## config.mk

```make
export PLATFORM = sky130hd
export DESIGN_NAME = alu_mult_sequencer
export DESIGN_NICKNAME = d
export VERILOG_FILES = /design/src/rtl/alu_mult_sequencer.sv
export SDC_FILE = /design/constraint.sdc
export NUM_CORES = 1
export LEC_CHECK = 0
export BUFFER_PORTS_ARGS = -buffer_cell sky130_fd_sc_hd__buf_2
export CAP_MARGIN = 20
export CELL_PAD_IN_SITES_DETAIL_PLACEMENT = 0
export CELL_PAD_IN_SITES_GLOBAL_PLACEMENT = 1
export CORE_ASPECT_RATIO = 0.5
export CORE_UTILIZATION = 35
export CTS_CLUSTER_SIZE = 8
export DETAILED_ROUTE_END_ITERATION = 8
export GPL_ROUTABILITY_DRIVEN = 0
export PLACE_DENSITY = 0.77
export SLEW_MARGIN = 20
export SYNTH_ARGS = -nofsm -noshare
export SYNTH_HDL_FRONTEND = slang
export SYNTH_SLANG_ARGS = --single-unit
```

## constraint.sdc

```tcl
create_clock -name i_clk -period 7.8 [get_ports i_clk]
set_input_delay 0.39 -clock i_clk [delete_from_list [all_inputs] [get_ports i_clk]]
set_output_delay 0.39 -clock i_clk [all_outputs]
set_load 0.05 [all_outputs]
```

## src/rtl/alu_mult_sequencer.sv

```systemverilog
// Shift-and-add 64-bit multiplier controller that borrows the datapath ALU for its adds.
// Optional early termination when the remaining multiplier is zero: ALU_MULT_EARLY_TERM_EN.
module alu_mult_sequencer #(
    parameter int          WIDTH      = 64,
    parameter logic [3:0]  CTRL_ADD   = 4'b0010,
    parameter logic [3:0]  CTRL_PASSB = 4'b0111
) (
    input  logic             i_clk,
    input  logic             i_rst,
    input  logic             i_start,
    input  logic [WIDTH-1:0] i_mult_a,
    input  logic [WIDTH-1:0] i_mult_b,
    output logic             o_busy,
    output logic             o_done,
    output logic [WIDTH-1:0] o_product,
    output logic [WIDTH-1:0] o_alu_a,
    output logic [WIDTH-1:0] o_alu_b,
    output logic [3:0]       o_alu_ctrl,
    input  logic [WIDTH-1:0] i_alu_w
);

    localparam int             CW   = (WIDTH > 1) ? $clog2(WIDTH) : 1;
    localparam logic [CW-1:0]  LAST = CW'(WIDTH - 1);

    typedef enum logic [1:0] {
        S_IDLE = 2'd0,
        S_RUN  = 2'd1,
        S_DONE = 2'd2
    } state_t;

    state_t            r_state;
    state_t            w_state_next;
    logic [WIDTH-1:0]  r_acc;
    logic [WIDTH-1:0]  r_mcand;
    logic [WIDTH-1:0]  r_mplier;
    logic [CW-1:0]     r_count;
    logic              r_busy;
    logic              r_done;
    logic [WIDTH-1:0]  r_product;
    logic [WIDTH-1:0]  w_acc_next;
    logic [WIDTH-1:0]  w_mplier_shift;
    logic              w_last;

    assign o_busy    = r_busy;
    assign o_done    = r_done;
    assign o_product = r_product;

    always_comb begin
        w_state_next   = r_state;
        o_alu_a        = '0;
        o_alu_b        = '0;
        o_alu_ctrl     = CTRL_PASSB;
        w_acc_next     = r_mplier[0] ? i_alu_w : r_acc;
        w_mplier_shift = r_mplier >> 1;
`ifdef ALU_MULT_EARLY_TERM_EN
        w_last         = (w_mplier_shift == '0) || (r_count == LAST);
`else
        w_last         = (r_count == LAST);
`endif
        case (r_state)
            S_IDLE: begin
                if (i_start) begin
                    w_state_next = S_RUN;
                end
            end
            S_RUN: begin
                // ALU computes acc + mcand; only committed when the multiplier bit is set
                o_alu_a    = r_acc;
                o_alu_b    = r_mcand;
                o_alu_ctrl = CTRL_ADD;
                if (w_last) begin
                    w_state_next = S_DONE;
                end
            end
            S_DONE: begin
                w_state_next = S_IDLE;
            end
            default: begin
                w_state_next = S_IDLE;
            end
        endcase
    end

    always_ff @(posedge i_clk or posedge i_rst) begin
        if (i_rst) begin
            r_state   <= S_IDLE;
            r_acc     <= '0;
            r_mcand   <= '0;
            r_mplier  <= '0;
            r_count   <= '0;
            r_busy    <= 1'b0;
            r_done    <= 1'b0;
            r_product <= '0;
        end else begin
            r_state <= w_state_next;
            r_busy  <= (w_state_next != S_IDLE);
            r_done  <= (w_state_next == S_DONE);
            case (r_state)
                S_IDLE: begin
                    if (i_start) begin
                        r_mcand  <= i_mult_a;
                        r_mplier <= i_mult_b;
                        r_acc    <= '0;
                        r_count  <= '0;
                    end
                end
                S_RUN: begin
                    r_acc    <= w_acc_next;
                    r_mcand  <= r_mcand << 1;
                    r_mplier <= w_mplier_shift;
                    r_count  <= r_count + 1'b1;
                    if (w_last) begin
                        r_product <= w_acc_next;
                    end
                end
                default: ;
            endcase
        end
    end

endmodule

```

==> run summary, run 1 <==
Status -> finished, final reports clean
Number of library cell types mapped by synthesis -> 33
Worst Max-Slew Pin Slew -> 1020 ps
Remaining Overflow, GRT -> 0
Number of flops mapped to enable cells by yosys -> 0
# Post-CTS Setup Buffers -> 0
Worst hold start -> i_alu_w[20]
Largest cells by area after synthesis -> dfrtp_1 54%, mux2_2 7.4%, and2_1 6.6%
CP endpoint kind -> register
Skew-Pair Late Insertion Delay -> 510 ps
Pwr dens -> 473 nW/um2
Leading area contributor after synthesis -> dfrtp_1
Hold Path Class -> in -> reg
Synthesis Warnings -> 0
WHS -> 115 ps
GRT Util Overall -> 19.9%
Maxcap violations -> 0
First-pass GRT wire length -> 57.0 mm
ANT nets after route -> 0
PnR Total Power -> 7.37 mW
Root Buffer Master -> clkbuf_16
Hold path depth -> 2
Slew HR -> 32.0%
Setup TNS Final -> 0 ps
Place WS -> 4240 ps
DR DRC count -> 0
Largest net degree at the start of global routing -> 181
Fmax -> 0.276 GHz
Vias per Instance -> 5.30
Clock Power Share -> 20.5%
Die width -> 267 um
R2r endpoint -> r_acc[44]
Combinational power share -> 47.7%
Wirelength, routed -> 37.1 mm
Synth Register Bits -> 266
Fraction of layout cells with a size suffix above 1 -> 36.9%
Crit path DAT -> 4010 ps
Sequential fraction of design power -> 31.8%
Post-Layout Cell Count -> 1932
Crit Path Max Fanout -> 65
Sw Pwr -> 3.44 mW
Int Power -> 3.93 mW
CTS tree -> yes
Hold Path Sink -> r_acc[20]
Row Count -> 48
I/O Pins -> 393
Crit path cell chain -> buf_4 -> nor2b_4 -> buf_4 -> o21ai_4 -> buf_4 -> a22o_1
Half-perimeter wire length after placement -> 23.8 mm
Initial DRC Count -> 919
Crit path kind -> reg -> reg
Max stage delay on crit path -> 800 ps
Seq/Total Area, Yosys -> 54.2%
Count leader, synth -> dfrtp_1
Max IR drop VDD -> 0.284 mV
Drt wl/cell -> 19.2 um
Reg2Reg Depth -> 6
Mapped Nets -> 1309
Placed Instances -> 1885
Clock skew -> 13.4 ps
Post-Syn Area -> 12300 um2
Drt first pass iters -> 6
Post-cts sizing count -> 0
CTS sink count -> 266
Setup ws final -> 4180 ps
Vias in the first global route -> 9924
Sw frac -> 46.6%
CP required -> 8190 ps
Ys flop type -> dfrtp_1
Die area -> 35900 um2
Commonest cells in the netlist -> 266 x dfrtp_1, 130 x and2_1, 103 x o21ai_0
Num CTS Buffers -> 39
Post-synth top area share -> 54.2%
Clock slew seen by the registers of the worst setup and hold paths -> 50 ps
Synth async-reset ratio -> 100%
R2R setup slack -> 4180 ps
Initial antenna violation count -> 2
Slowest CP cell -> nor2b_4
PortBufs -> 390
CTS max path bufs -> 3
Hold_buf cts -> 1
Core Box Area -> 34500 um2
# nets final -> 1648
Initial Utilization -> 35.6%
Routed via count -> 10230
CP Launch Type -> register
Area grow syn2layout -> 26.8%
Endpoints failing setup -> 0
Mapped Cells -> 1113
H-tree Lvls -> 2
Leak pwr -> 7.55 nW
RSZ-0062 raised after global routing -> no
Final number of max-transition violations -> 0
Tmin final -> 3620 ps
Die span in y -> 134 um
Fin. Hold Viols -> 0
Period utilisation layout -> 46.4%
Most frequent CP cell -> buf_4
Synthesized area per cell -> 11.0 um2
Worst r2r src -> r_state[0]
critical path: cells and delay by family, from the launching register on:
family                 cells  cell delay (ps)
buffers and inverters      3             1470
AND/OR/NAND/NOR            1              800
flip-flops                 1              670
AO/OA/AOI/OAI              2              400
registers in the layout, summed over array words and instances, names as in the netlist:
register / cells
r_acc: 64
r_state: 2
r_mcand: 64
o_product: 64
r_count: 6
o_done: 1
o_busy: 1
r_mplier: 64
cell families after synthesis:
| family | share of synthesized area [%] |
|---|---|
| AO/OA/AOI/OAI | 19.2 |
| buffers and inverters | 3.94 |
| adder cells (fa/ha/maj) | 0.102 |
| multiplexers | 11.9 |
| AND/OR/NAND/NOR | 10.4 |
| other | 0.0612 |
| XOR/XNOR | 0.0714 |
| flip-flops | 54.2 |
final cells by class:
type / count / area (um2)
fillers: 3270 / 18900
flip-flops and latches: 266 / 6660
multi-input cells: 737 / 5170
repair buffers: 403 / 2060
clock buffers: 43 / 1030
well taps: 475 / 594
inverters: 5 / 26.3
clock inverters: 1 / 8.76
diodes: 2 / 5.00
per-stage QoR:
stage,cell area [um2],util [%]
global route,15600,45.2
floorplan,12300,-
global placement,14500,42.1
finish,15600,45.2
CTS,15600,45.1
detailed placement,14500,42.1
power by group through the flow:
stage | clock, mW | sequential (mW) | combinational [mW]
CTS | 1.56 | 2.33 | 3.54
detailed placement | 0 | 2.34 | 3.54
global route | 1.62 | 2.41 | 3.72
global placement | 0 | 2.32 | 3.48
finish | 1.51 | 2.34 | 3.51
floorplan | 0 | 2.56 | 2.44
worst max path at each step:
stage,start,end,slack (ps)
after floorplan,i_rst,o_busy,80
after global placement,r_state[0],r_acc[18],4370
after detailed placement,r_state[0],r_acc[2],4240
after CTS,r_state[0],r_acc[14],4220
after global routing,r_state[0],r_acc[44],4010
final,r_state[0],r_acc[44],4180
layer usage:
metal | part of all wire (%) | global-route usage, %
met5 | 0 | 0
met4 | 2.2 | 6.32
met1 | 42 | 26.0
met2 | 52 | 33.9
met3 | 4.2 | 3.23
cell usage in the layout (no fill, tap or decap), types with 3 or more instances in the layout:
cell,n
and2_1,129
inv_1,3
a22oi_1,96
nand3_1,3
o22ai_1,58
mux2_1,47
clkbuf_16,41
nand2_1,102
buf_4,11
a21oi_1,30
mux2_2,81
dfrtp_1,263
a22o_1,65
nor3_1,3
o21ai_0,103
buf_2,390
Note: power is estimated with default switching activity, not from simulation.
==> inputs of run 2 (changes only) <==
Clock period 7.8 ns to 3.1 ns, I/O delays scaled along.
==> run 2 against run 1 <==
Effect of this change:
- largest cell class unchanged
- flip-flop and latch count did not move
- non-clock buffer count rose by 202
- critical endpoint is now o_alu_a[26]
- largest power group unchanged
- first-iteration DRC count is 4.7% lower
==> run summary, run 2 (synthesized netlist as in run 1, its figures left out) <==
Status -> finished, final reports clean
CP endpoint kind -> primary output
Post-Layout Cell Count -> 2134
DR DRC count -> 0
Remaining Overflow, GRT -> 0
CTS sink count -> 266
Clock skew -> 15.6 ps
Initial Utilization -> 35.6%
Hold Path Class -> in -> reg
Setup TNS Final -> 0 ps
Drt wl/cell -> 18.2 um
Routed via count -> 11125
Fin. Hold Viols -> 0
Die span in y -> 134 um
Wirelength, routed -> 38.8 mm
Pwr dens -> 1070 nW/um2
Fmax -> 0.421 GHz
Clock slew seen by the registers of the worst setup and hold paths -> 50 ps
Max IR drop VDD -> 0.694 mV
Inserted Diodes -> 0
CTS tree -> yes
# nets final -> 1850
Worst r2r src -> r_state[0]
PnR Total Power -> 18.9 mW
Skew-Pair Late Insertion Delay -> 510 ps
Hold Path Sink -> r_mplier[10]
Row Count -> 48
ANT nets after route -> 0
Initial DRC Count -> 876
Tmin final -> 2380 ps
CP Launch Type -> register
Final number of max-transition violations -> 0
Placed Instances -> 1895
Drt first pass iters -> 7
Largest net degree at the start of global routing -> 132
Most common cell after layout, fill and taps aside -> buf_2
Endpoints failing setup -> 0
Fraction of layout cells with a size suffix above 1 -> 32.9%
Final instance area -> 17600 um2
Area post-placement -> 14600 um2
H-tree Lvls -> 2
Worst Max-Slew Pin Slew -> 1070 ps
Vias per Instance -> 5.21
Die width -> 267 um
First-pass GRT wire length -> 61.2 mm
Commonest cells after routing, fill and taps aside -> 390 x buf_2, 263 x dfrtp_1, 193 x dlygate4sd3_1
RSZ-0062 raised after global routing -> no
Half-perimeter wire length after placement -> 24.2 mm
R2r endpoint -> r_acc[13]
Vias in the first global route -> 11488
Initial antenna violation count -> 0
Num CTS Buffers -> 39
Crit Path Max Fanout -> 131
Root Buffer Master -> clkbuf_16
Period utilisation layout -> 76.7%
Max stage delay on crit path -> 460 ps
Core Box Area -> 34500 um2
WP buf/inv -> 2
Crit path cell chain -> and2b_4 -> buf_12 -> and2_1 -> buf_2
Post-cts sizing count -> 0
CP required -> 2940 ps
Die area -> 35900 um2
Crit path max-delay family -> buffers and inverters
Worst hold start -> i_start
Area grow syn2layout -> 43.6%
CTS max path bufs -> 3
GRT Util Overall -> 21.2%
Crit path kind -> reg -> out
Reg2Reg Depth -> 4
Maxcap violations -> 0
PortBufs -> 390
I/O Pins -> 393
Leak pwr -> 8.41 nW
Hold path depth -> 3
Crit path DAT -> 2220 ps
R2R setup slack -> 760 ps
Slew HR -> 28.2%
Slowest CP cell -> dfrtp_2
## run 2: worst register-to-register path: stages, from the launching register on
cell     delay, ps
dfrtp_4        540
and2_1         190
o21ai_4        820
buf_4          500
a22o_1         220
## run 2: per-stage QoR
stage / setup WS [ps] / util [%] / hold slack, ps
after floorplan: -566 / - / 295
after global routing: 622 / 51.1 / 243
after CTS: 706 / 51.1 / 208
final: 723 / 51.1 / 247
after global placement: 832 / 42.5 / 257
after detailed placement: 788 / 42.5 / 253
## run 2: area by class of cell
class / instances / area (um2)
clock inverters: 1 / 7.51
fillers: 3082 / 16900
flip-flops and latches: 266 / 6660
clock buffers: 45 / 1040
inverters: 5 / 22.5
well taps: 475 / 594
multi-input cells: 737 / 5170
repair buffers: 605 / 4120
## run 2: routing by layer
metal	vias up	wire length [um]	GRT usage [%]
met4	0	1530	9.51
li1	5074	-	-
met5	-	0	0
met1	5549	15800	26.4
met2	384	19700	36.6
met3	118	1790	3.34
## run 2: report_power, final
group / switching, mW / leakage [nW] / internal (mW)
Sequential: 0.985 / 3.46 / 4.84
Combinational: 6.26 / 4.45 / 2.94
Clock: 1.50 / 0.510 / 2.33
Total: 8.75 / 8.41 / 10.1
## run 2: how the worst max path moves through the flow
stage,to,slack [ps],from,depth (start not counted)
floorplan,o_busy,-570,i_rst,1
global placement,r_acc[14],830,r_state[0],4
detailed placement,r_acc[8],790,r_state[0],4
CTS,o_alu_a[26],710,r_state[1],4
global route,o_alu_a[26],620,r_state[1],4
finish,o_alu_a[26],720,r_state[1],4
## run 2: repair_timing
action,CTS,global route
hold buffers,193,0
buffers inserted,0,0
hold endpoints to repair,248,0
